## config.mk

```make
export PLATFORM = sky130hd
export DESIGN_NAME = iterative_alu
export DESIGN_NICKNAME = d
export VERILOG_FILES = /design/src/rtl/iterative_alu.sv
export SDC_FILE = /design/constraint.sdc
export NUM_CORES = 1
export LEC_CHECK = 0
export CAP_MARGIN = 20
export CORE_ASPECT_RATIO = 0.9
export CORE_MARGIN = 8
export CORE_UTILIZATION = 40
export DETAILED_ROUTE_END_ITERATION = 10
export GPL_ROUTABILITY_DRIVEN = 1
export PLACE_DENSITY_LB_ADDON = 0.05
export SLEW_MARGIN = 20
export SYNTH_ARGS = -nofsm -noshare
export SYNTH_HDL_FRONTEND = slang
export SYNTH_SLANG_ARGS = --single-unit
```

## constraint.sdc

```tcl
create_clock -name i_clk -period 6.36 [get_ports i_clk]
set_clock_uncertainty 0.1 [all_clocks]
set_input_delay 1.272 -clock i_clk [delete_from_list [all_inputs] [get_ports i_clk]]
set_output_delay 1.272 -clock i_clk [all_outputs]
set_load 0.01 [all_outputs]
```

## src/rtl/iterative_alu.sv

```systemverilog
// Execute-stage ALU: logic and add/sub finish in one cycle, shifts walk one
// bit position per cycle behind a start/busy/done handshake.
module iterative_alu #(
    parameter int WIDTH = 32,
    parameter int SHW   = $clog2(WIDTH)
) (
    input  logic             i_clk,
    input  logic             i_rst,
    input  logic             i_start,
    input  logic [3:0]       i_operation,
    input  logic [WIDTH-1:0] i_a,
    input  logic [WIDTH-1:0] i_b,
    output logic [WIDTH-1:0] o_result,
    output logic             o_zero,
    output logic             o_busy,
    output logic             o_done
);

    typedef enum logic [1:0] {
        IDLE  = 2'd0,
        SHIFT = 2'd1,
        DONE  = 2'd2
    } state_t;

    // Low two opcode bits of SLL/SRL/SRA select the direction directly.
    typedef enum logic [1:0] {
        SH_LEFT        = 2'd0,
        SH_RIGHT_LOGIC = 2'd1,
        SH_RIGHT_ARITH = 2'd2
    } shift_kind_t;

    localparam logic [3:0] OP_AND = 4'd0;
    localparam logic [3:0] OP_OR  = 4'd1;
    localparam logic [3:0] OP_ADD = 4'd2;
    localparam logic [3:0] OP_XOR = 4'd3;
    localparam logic [3:0] OP_SUB = 4'd6;
    localparam logic [3:0] OP_SLL = 4'd8;
    localparam logic [3:0] OP_SRL = 4'd9;
    localparam logic [3:0] OP_SRA = 4'd10;

    state_t           state;
    state_t           next_state;
    shift_kind_t      kind;
    logic             accept;
    logic             is_shift;
    logic [SHW-1:0]   shamt;
    logic [SHW-1:0]   count;
    logic [WIDTH-1:0] alu_value;
    logic [WIDTH-1:0] shreg;
    logic [WIDTH-1:0] step_value;

    assign shamt    = i_b[SHW-1:0];
    assign accept   = i_start && (state == IDLE || state == DONE);
    assign is_shift = (i_operation == OP_SLL) || (i_operation == OP_SRL) ||
                      (i_operation == OP_SRA);
    assign o_busy   = (state == SHIFT);
    assign o_done   = (state == DONE);

    // Single-cycle datapath for the non-shift opcodes.
    always_comb begin
        // NOTE: every combinational output gets a default first so no path
        // through the case leaves it unassigned, which would infer a latch.
        alu_value = '0;
        case (i_operation)
            OP_AND:  alu_value = i_a & i_b;
            OP_OR:   alu_value = i_a | i_b;
            OP_ADD:  alu_value = i_a + i_b;
            OP_XOR:  alu_value = i_a ^ i_b;
            OP_SUB:  alu_value = i_a - i_b;
            default: alu_value = '0;
        endcase
    end

    // One-position shift of the working register in the captured direction.
    always_comb begin
        step_value = shreg;
        case (kind)
            SH_LEFT:        step_value = {shreg[WIDTH-2:0], 1'b0};
            SH_RIGHT_LOGIC: step_value = {1'b0, shreg[WIDTH-1:1]};
            SH_RIGHT_ARITH: step_value = {shreg[WIDTH-1], shreg[WIDTH-1:1]};
            default:        step_value = shreg;
        endcase
    end

    // Next-state logic; DONE re-accepts directly for back-to-back throughput.
    always_comb begin
        next_state = state;
        case (state)
            IDLE, DONE: begin
                if (accept)
                    next_state = (is_shift && shamt != '0) ? SHIFT : DONE;
                else
                    next_state = IDLE;
            end
            SHIFT:   next_state = (count == SHW'(1)) ? DONE : SHIFT;
            default: next_state = IDLE;
        endcase
    end

    // State register.
    always_ff @(posedge i_clk) begin
        // NOTE: clocked state uses non-blocking assignments so every register
        // samples pre-edge values regardless of statement order.
        if (i_rst)
            state <= IDLE;
        else
            state <= next_state;
    end

    // Operand capture, shift iteration and result write-back.
    always_ff @(posedge i_clk) begin
        if (i_rst) begin
            // NOTE: all datapath registers are reset so a shift aborted by
            // reset leaves no stale count or partial value behind.
            o_result <= '0;
            o_zero   <= 1'b1;
            shreg    <= '0;
            count    <= '0;
            kind     <= SH_LEFT;
        end else if (accept) begin
            if (!is_shift) begin
                o_result <= alu_value;
                o_zero   <= (alu_value == '0);
            end else if (shamt == '0) begin
                o_result <= i_a;
                o_zero   <= (i_a == '0);
            end else begin
                shreg <= i_a;
                count <= shamt;
                kind  <= shift_kind_t'(i_operation[1:0]);
            end
        end else if (state == SHIFT) begin
            shreg <= step_value;
            count <= count - SHW'(1);
            if (count == SHW'(1)) begin
                o_result <= step_value;
                o_zero   <= (step_value == '0);
            end
        end
    end

endmodule

```

==> results.txt, run 1 <==
During synthesis, Yosys emitted a total of 0 warnings. Total of flip-flops plus latches after synthesis: 74. The tools report the final antenna-violating net count as 0.

The die covers 0.0288 mm². The H-tree depth came out at 3. Once the clock tree was built, the setup fixing pass inserted 0 buffers. The post-route fraction of the period consumed by the critical path was 89.0%; the count of clock tree sinks was 74. The number of nets in the synthesized netlist is 1486.

The ratio of total power to cell area works out to 173 mW/mm². Setup violations remaining at the end of the flow were counted as 0. Average cell area after synthesis: 7.19 µm².

The arrival time of the worst setup path was 5.79 ns. Using the TritonRoute via totals, the vias-per-cell ratio works out to 6.12. In this run the worst path has a maximum fanout of 5. In the routed design, unresolved DRC markers number 0. The average wire per standard cell was 22.7 µm; the proportion of synthesized chip area in sequential cells was 15.7%.

The total count of max-transition violations in the final report was 0; the number of enable flip-flop cells after synthesis was 0. STA classifies the critical path startpoint as an input port. Setup repair after global routing left no endpoint under its margin. The run gives 53 as the count of standard-cell rows. Counting tap cells, the placed design contains a total of 1662 instances. 106 I/O pins were placed. TritonCTS built the clock tree. The hold violation total from the final report was 0. The tools report the total leakage power as 4.41 nW. The tools report the initial antenna violation count as 0. The mapped netlist covers 0.00945 mm².

The overall fraction of global-route tracks in use came out at 25.9%. The area growth from synthesis to final layout came out at 17.1%. The pre-antenna-repair detailed-routing pass consisted of 6 iterations. The max-cap check violation count came out at 0. The die is 162 µm tall. The netlist uses 77 different library cells.

For the worst-skew pair, the clock arrives at the later sink with an insertion delay of 0.34 ns. For this run the aggregate overflow at the end of global routing stands at 0. The area of the core is 0.0233 mm², and the total of cells resized after clock tree synthesis is 0.

The number of cells on the worst reg-to-reg path is 12. The critical path required time was 6.49 ns. Once detailed placement completed, the half-perimeter wirelength came to 29300 µm. The actual transition at the worst max-transition pin is 0.836 ns, and the accumulated negative setup slack is 0 ns. By startpoint and endpoint, the worst setup path is classified as in -> reg. Entering global routing, the biggest net connects 75 pins.

The fraction of synthesis flops using an asynchronous set or reset pin is 0%. The clock root buffer was sky130_fd_sc_hd__clkbuf_16. The count of cells in the finished layout, fillers not included, comes to 1679.

The number of standard cells after synthesis was 1315. The count of input and output buffers was 105; the minimum period implied by the final worst setup slack was 5.66 ns. The die is 178 µm wide.

The run finished with clean final reports. Kind of path behind the tightest hold check: reg -> reg. At the end of routability-driven placement, the weighted congestion stood at 0.915.

The first routing iteration left 1026 violations. The tools report the nature of the critical path endpoint as a flop. Post-route worst setup slack: 0.699 ns. The number of hold buffers added after CTS was 0.

Among all flip-flop cells after synthesis, the most frequent one is sky130_fd_sc_hd__dfxtp_1. For this run, the top clock speed supported by timing is 177 MHz. At the end of the flow, the number of nets in the layout was 1542. For this configuration, the core starts out at a cell density of 40.6%. After detailed routing, the total wire length is 38000 µm.

The worst-case headroom to the max-slew limit was 43.6%; the minimum setup slack after placement was 0.508 ns. The total power consumption of the routed design was 1.92 mW; the global-route wire length before repair was 58200 µm. The via count of the first global-routing pass was 9654. Clock-pin slew was measured on the worst setup and hold paths at 0.06 ns. The share of post-route cells with drive strength above 1 came out at 5.16%. No sink is reached through more buffers than the 2 on the longest clock path. The worst-case IR drop observed on VDD is 125 µV. TritonCTS created 9 clock buffers.

Summing over every cut layer, the via total after detailed routing is 10277. Cell depth of the worst hold path: 2.
critical path, cell delays in order:
cell	delay [ns]
sky130_fd_sc_hd__clkdlybuf4s50_1	0.49
sky130_fd_sc_hd__nor3_1	0.52
sky130_fd_sc_hd__and3_1	0.30
sky130_fd_sc_hd__nand2_1	0.15
sky130_fd_sc_hd__nor2_1	0.23
sky130_fd_sc_hd__nand2_1	0.16
sky130_fd_sc_hd__o21ai_0	0.24
sky130_fd_sc_hd__xnor2_1	0.09
sky130_fd_sc_hd__ha_1	0.25
sky130_fd_sc_hd__a21o_1	0.19
sky130_fd_sc_hd__o21bai_1	0.18
sky130_fd_sc_hd__a2111oi_0	0.64
sky130_fd_sc_hd__a22o_1	0.24
sky130_fd_sc_hd__a21oi_1	0.05
sky130_fd_sc_hd__xnor2_1	0.16
sky130_fd_sc_hd__o22ai_1	0.23
sky130_fd_sc_hd__nor3_1	0.10
sky130_fd_sc_hd__a211o_1	0.29
final cells by class:
| type | count | area, µm² |
|---|---|---|
| fill | 2418 | 12200 |
| multi-input combinational | 1057 | 7230 |
| sequential | 74 | 1480 |
| timing repair buffer | 131 | 1250 |
| tap | 302 | 378 |
| inverter | 98 | 368 |
| clock buffer | 12 | 256 |
| clock inverter | 4 | 97.6 |
| antenna | 1 | 2.50 |
cell usage in the layout (no fill, tap or decap), drive strengths merged, types with 14 or more instances in the layout:
cell type and n:
a21oi 121, inv 98, a21o 15, dfxtp 74
nor3 27, o211ai 39, a22oi 22, nand3 30
nand3b 17, clkdlybuf4s50 103, nor4 14, nor2b 18
buf 28, o21ai 53, ha 99, nor2 128
nand2b 30, o311ai 14, nand2 108, a211oi 37
xnor2 39, mux2i 54
per-layer routing:
metal,GRT usage [%],vias to the layer above,share of wire [%]
li1,-,4934,-
met1,34.1,4898,44
met2,41.8,372,46
met3,3.90,73,6.0
met4,10.0,0,3.9
met5,0,-,0
synthesized netlist by cell type, drive strengths merged, types with 7 or more instances:
cell type    n  area share (%)
inv         98             3.9
a211oi      37             2.9
dfxtp       74              16
o311ai      14             1.3
nand2b      30             2.0
nand2      108             4.3
a21o        15             1.2
o21ai       53             2.8
nand4       13            0.86
o31ai        7            0.56
o211ai      39             3.1
xnor2       39             3.6
o2111ai      7            0.65
nand3b      17             1.4
nand3       30             1.6
a22oi       22             1.8
nor2b       18             1.2
nor3b        9            0.71
a211o        8            0.74
nor2       128             5.1
o21a         9            0.71
nor4        14            0.99
clkbuf      53             2.1
buf         33             2.1
a21oi      121             6.4
ha          99              13
mux2i       54             5.7
nor3        27             1.4
o32ai        8            0.74
a31oi       12            0.86
or2         13            0.86
sequential cells by signal, summed over array words and instances (netlist names):
signal,count
o_result,32
shreg,32
count,5
kind,2
state,2
o_zero,1
stage by stage:
step                instance area, µm²  hold WS (ns)  util, %
global placement                 10700         0.341     46.0
CTS                              11100         0.353     47.5
floorplan                         9450         0.353        -
detailed placement               10700         0.346     46.0
global route                     11100         0.377     47.5
finish                           11100         0.351     47.5
report_power, final:
group | leakage, nW | internal, mW | switching, mW
Clock | 0.169 | 0.405 | 0.203
Combinational | 3.64 | 0.309 | 0.479
Sequential | 0.603 | 0.491 | 0.0284
Total | 4.41 | 1.21 | 0.710
final timing paths:
path	from	end	slack, ns
max	i_b[7]	o_zero	0.70
min	o_result[31]	o_result[31]	0.35
max reg2reg	kind[1]	o_zero	2.37
min reg2reg	o_result[31]	o_result[31]	0.35
cells by family after synthesis:
group                      after synthesis  share of synthesized area [%]
and+or+nand+nor                        439                           22.9
AOI/OAI and AO/OA                      419                           30.1
buffers and inverters                  184                           8.10
adders and majority gates              100                           13.3
DFF                                     74                           15.7
muxes                                   54                           5.72
xor gates and xnor gates                45                           4.17
No activity file was read; power rests on OpenSTA's default activity.
==> run 2: changes to the inputs <==
Settings changed: RECOVER_POWER set to 25.
==> run 2 against run 1 <==
  * Final cell count hardly changed
  * Setup slack hardly changed
  * Register-to-register slack hardly changed
  * Count of clock-buffer cells in the layout stayed put
  * Cell area hardly changed
  * Critical endpoint unchanged
  * Largest cell class unchanged
==> results.txt, run 2 (synthesis results as in run 1) <==
Max-cap violations in this run came to 0. Across the VDD grid, the largest voltage drop is 125 µV. STA classifies the critical path endpoint as a flop.

Count of standard-cell rows: 53. Fill cells in the final layout number 2418. The signal on the critical path passes through clkdlybuf4s50_1, nor3_1, and3_1, nand2_1, nor2_1, nand2_1, o21ai_0, xnor2_1, ha_1, a21o_1, o21bai_1, a2111oi_0, a22o_1, a21oi_1, xnor2_1, o22ai_1, nor3_1, a211o_1. Clock tree synthesis inserted a total of 9 buffers.

Once layout is complete, the utilization of the core stands at 47.5%. For the total leakage power, the log shows 4.49 nW. The tools report the total half-perimeter wirelength after legalization and detailed placement as 29300 µm. TritonCTS built the clock tree. The minimum period implied by the final worst setup slack was 5.66 ns. Setup violations remaining at the end of the flow were counted as 0. For the worst setup path, the data arrival time is 5.79 ns. The number of detailed-routing iterations run before antenna repair was 5; the average wire per standard cell was 22.7 µm. Reported net switching power: 710 µW.

The fraction of power spent switching nets was 37.1%; the footprint of the multi-input gates was 0.00723 mm². In this run, post-CTS repair resized a total of 0 instances. Global routing consumed, over all layers together, 25.9% of the routing resources.

Data on the critical path is required at its endpoint by 6.49 ns. The critical-path maximum fanout was 5. The sequential cells in the finished layout cover a total of 0.00148 mm². The H-tree generated during clock tree synthesis spans 3 levels. The largest single stage delay on the critical path is 0.64 ns.

106 I/O pins were placed. The antenna cell count is 0, and the area of the core is 0.0233 mm². Type of the setup path with the least slack: in -> reg. For this run, the post-layout net count is 1542. The tools report the global-route wire length before repair as 58200 µm. The run gives 0 as the final antenna-violating net count. Number of vias in the routed layout: 10274.

The worst register-to-register path has a depth of 12. Headroom to the max-slew limit came out at 44.4%. The slowest stage of the critical path belongs to the cell sky130_fd_sc_hd__a2111oi_0. Clock transition at the registers of the reported paths: 0.06 ns.

The worst setup path is launched from an input port. Static timing analysis puts the maximum clock frequency at 177 MHz. The tools report the count of clock tree sinks as 74.

Input and output buffers added on the ports amount to 105. For the final routed database, the setup TNS stands at 0 ns. The final RePlAce weighted congestion came out at 0.915. Once the floorplan was initialized, standard cells occupied 40.6% of the core. Cells with a size suffix above 1 make up 5.16% of the layout. The number of vias per cell after detailed routing is 6.12, and the pin count of the biggest net entering global routing is 75. Of the available clock period, the critical path in the final layout requires 89.0%. The deepest clock path buffer count is 2, and the ratio of total power to cell area is 173 mW/mm². The min-delay analysis places its worst path in the category reg -> reg. The initial antenna violation count was 0.

The actual transition at the worst max-transition pin came out at 0.824 ns. From bottom edge to top edge, the die measures 162 µm. After detailed routing, the number of remaining DRC violations is 0.

The library cells used most frequently in the layout, excluding fill and tap cells, are sky130_fd_sc_hd__nor2_1 (126), sky130_fd_sc_hd__a21oi_1 (121), sky130_fd_sc_hd__nand2_1 (108). The via count of the first global-routing pass was 9654. After global routing the overflow that remains totals 0. The internal power of the cells totals 1.20 mW. The routed design has 38000 µm of wire. The total count of max-transition violations in the final report is 0. The flow ran to the end, and the final reports show no timing, DRC or antenna violations. The run gives 1031 as the starting DRC count in detailed routing. The hold-fix buffer count after cts came out at 0.

Clock tree synthesis selected as its root buffer the cell sky130_fd_sc_hd__clkbuf_16. The horizontal die dimension works out to 178 µm. The library cell used most frequently in the layout, excluding fill and tap cells, is sky130_fd_sc_hd__nor2_1. Per report_power, the clock group accounts for 31.8% of the total. Counting instances, the worst hold path has a depth of 2. The largest registers in the layout are o_result x32, shreg x32, count x5.

The area growth from synthesis to final layout is 17.1%, and the buffer count from post-CTS setup fixing is 0. Fraction of power consumed by sequential logic: 27.2%. In this run, the combinational gates consume 41.0% of the power. Hold violation total from the final report: 0. The die covers 0.0288 mm². At the later pin of the worst-skew pair, clock insertion delay measures 0.34 ns. Setup repair after global routing left no endpoint under its margin.
-- run 2: cell types whose count changed in the layout (fill, tap and decap cells not counted) --
cell	delta
sky130_fd_sc_hd__clkdlybuf4s50_1	-27
sky130_fd_sc_hd__diode_2	-1
sky130_fd_sc_hd__dlygate4sd3_1	+27
-- run 2: area by class of cell --
class | instances | area share [%]
Inverter | 98 | 3.33
Timing Repair Buffer | 131 | 11.3
Multi-Input combinational cell | 1057 | 65.4
Tap cell | 302 | 3.42
Clock inverter | 4 | 0.882
Sequential cell | 74 | 13.4
Clock buffer | 12 | 2.32
-- run 2: power by group through the flow --
stage,registers (mW),clock network [mW],logic [mW]
CTS,0.519,0.618,0.779
floorplan,0.525,0,0.495
global route,0.523,0.640,0.856
detailed placement,0.529,0,0.774
finish,0.519,0.608,0.784
global placement,0.529,0,0.775
-- run 2: final timing paths --
kind / start / endpoint / slack (ns)
worst max-delay path: i_b[7] / o_zero / 0.70
worst min-delay path: o_result[31] / o_result[31] / 0.35
worst max register to register: kind[1] / o_zero / 2.38
worst min register to register: o_result[31] / o_result[31] / 0.35
-- run 2: worst max-delay path: cells and delay by family --
kind                       cells  cell delay [ns]
and+or+nand+nor                6             1.46
AOI/OAI and AO/OA              8             2.06
xor gates and xnor gates       2             0.25
buffers and inverters          1             0.49
adders and majority gates      1             0.25
-- run 2: metal layers --
| layer | up-vias | wire length (µm) | track usage [%] |
|---|---|---|---|
| met2 | 375 | 17500 | 41.8 |
| met3 | 72 | 2310 | 3.90 |
| met4 | 0 | 1510 | 10.0 |
| li1 | 4929 | - | - |
| met5 | - | 0 | 0 |
| met1 | 4898 | 16700 | 34.1 |
-- run 2: metrics by stage --
step                      hold WS, ns  worst slack [ns]  instances  power [mW]  area [µm²]
after detailed placement        0.346             0.508       1662        1.30       10700
final                           0.347             0.699       1678        1.91       11100
after global placement          0.341             0.501       1662        1.30       10700
after floorplan                 0.353              1.00       1315        1.02        9450
after global routing            0.374             0.245       1678        2.02       11100
after CTS                       0.353             0.835       1678        1.92       11100
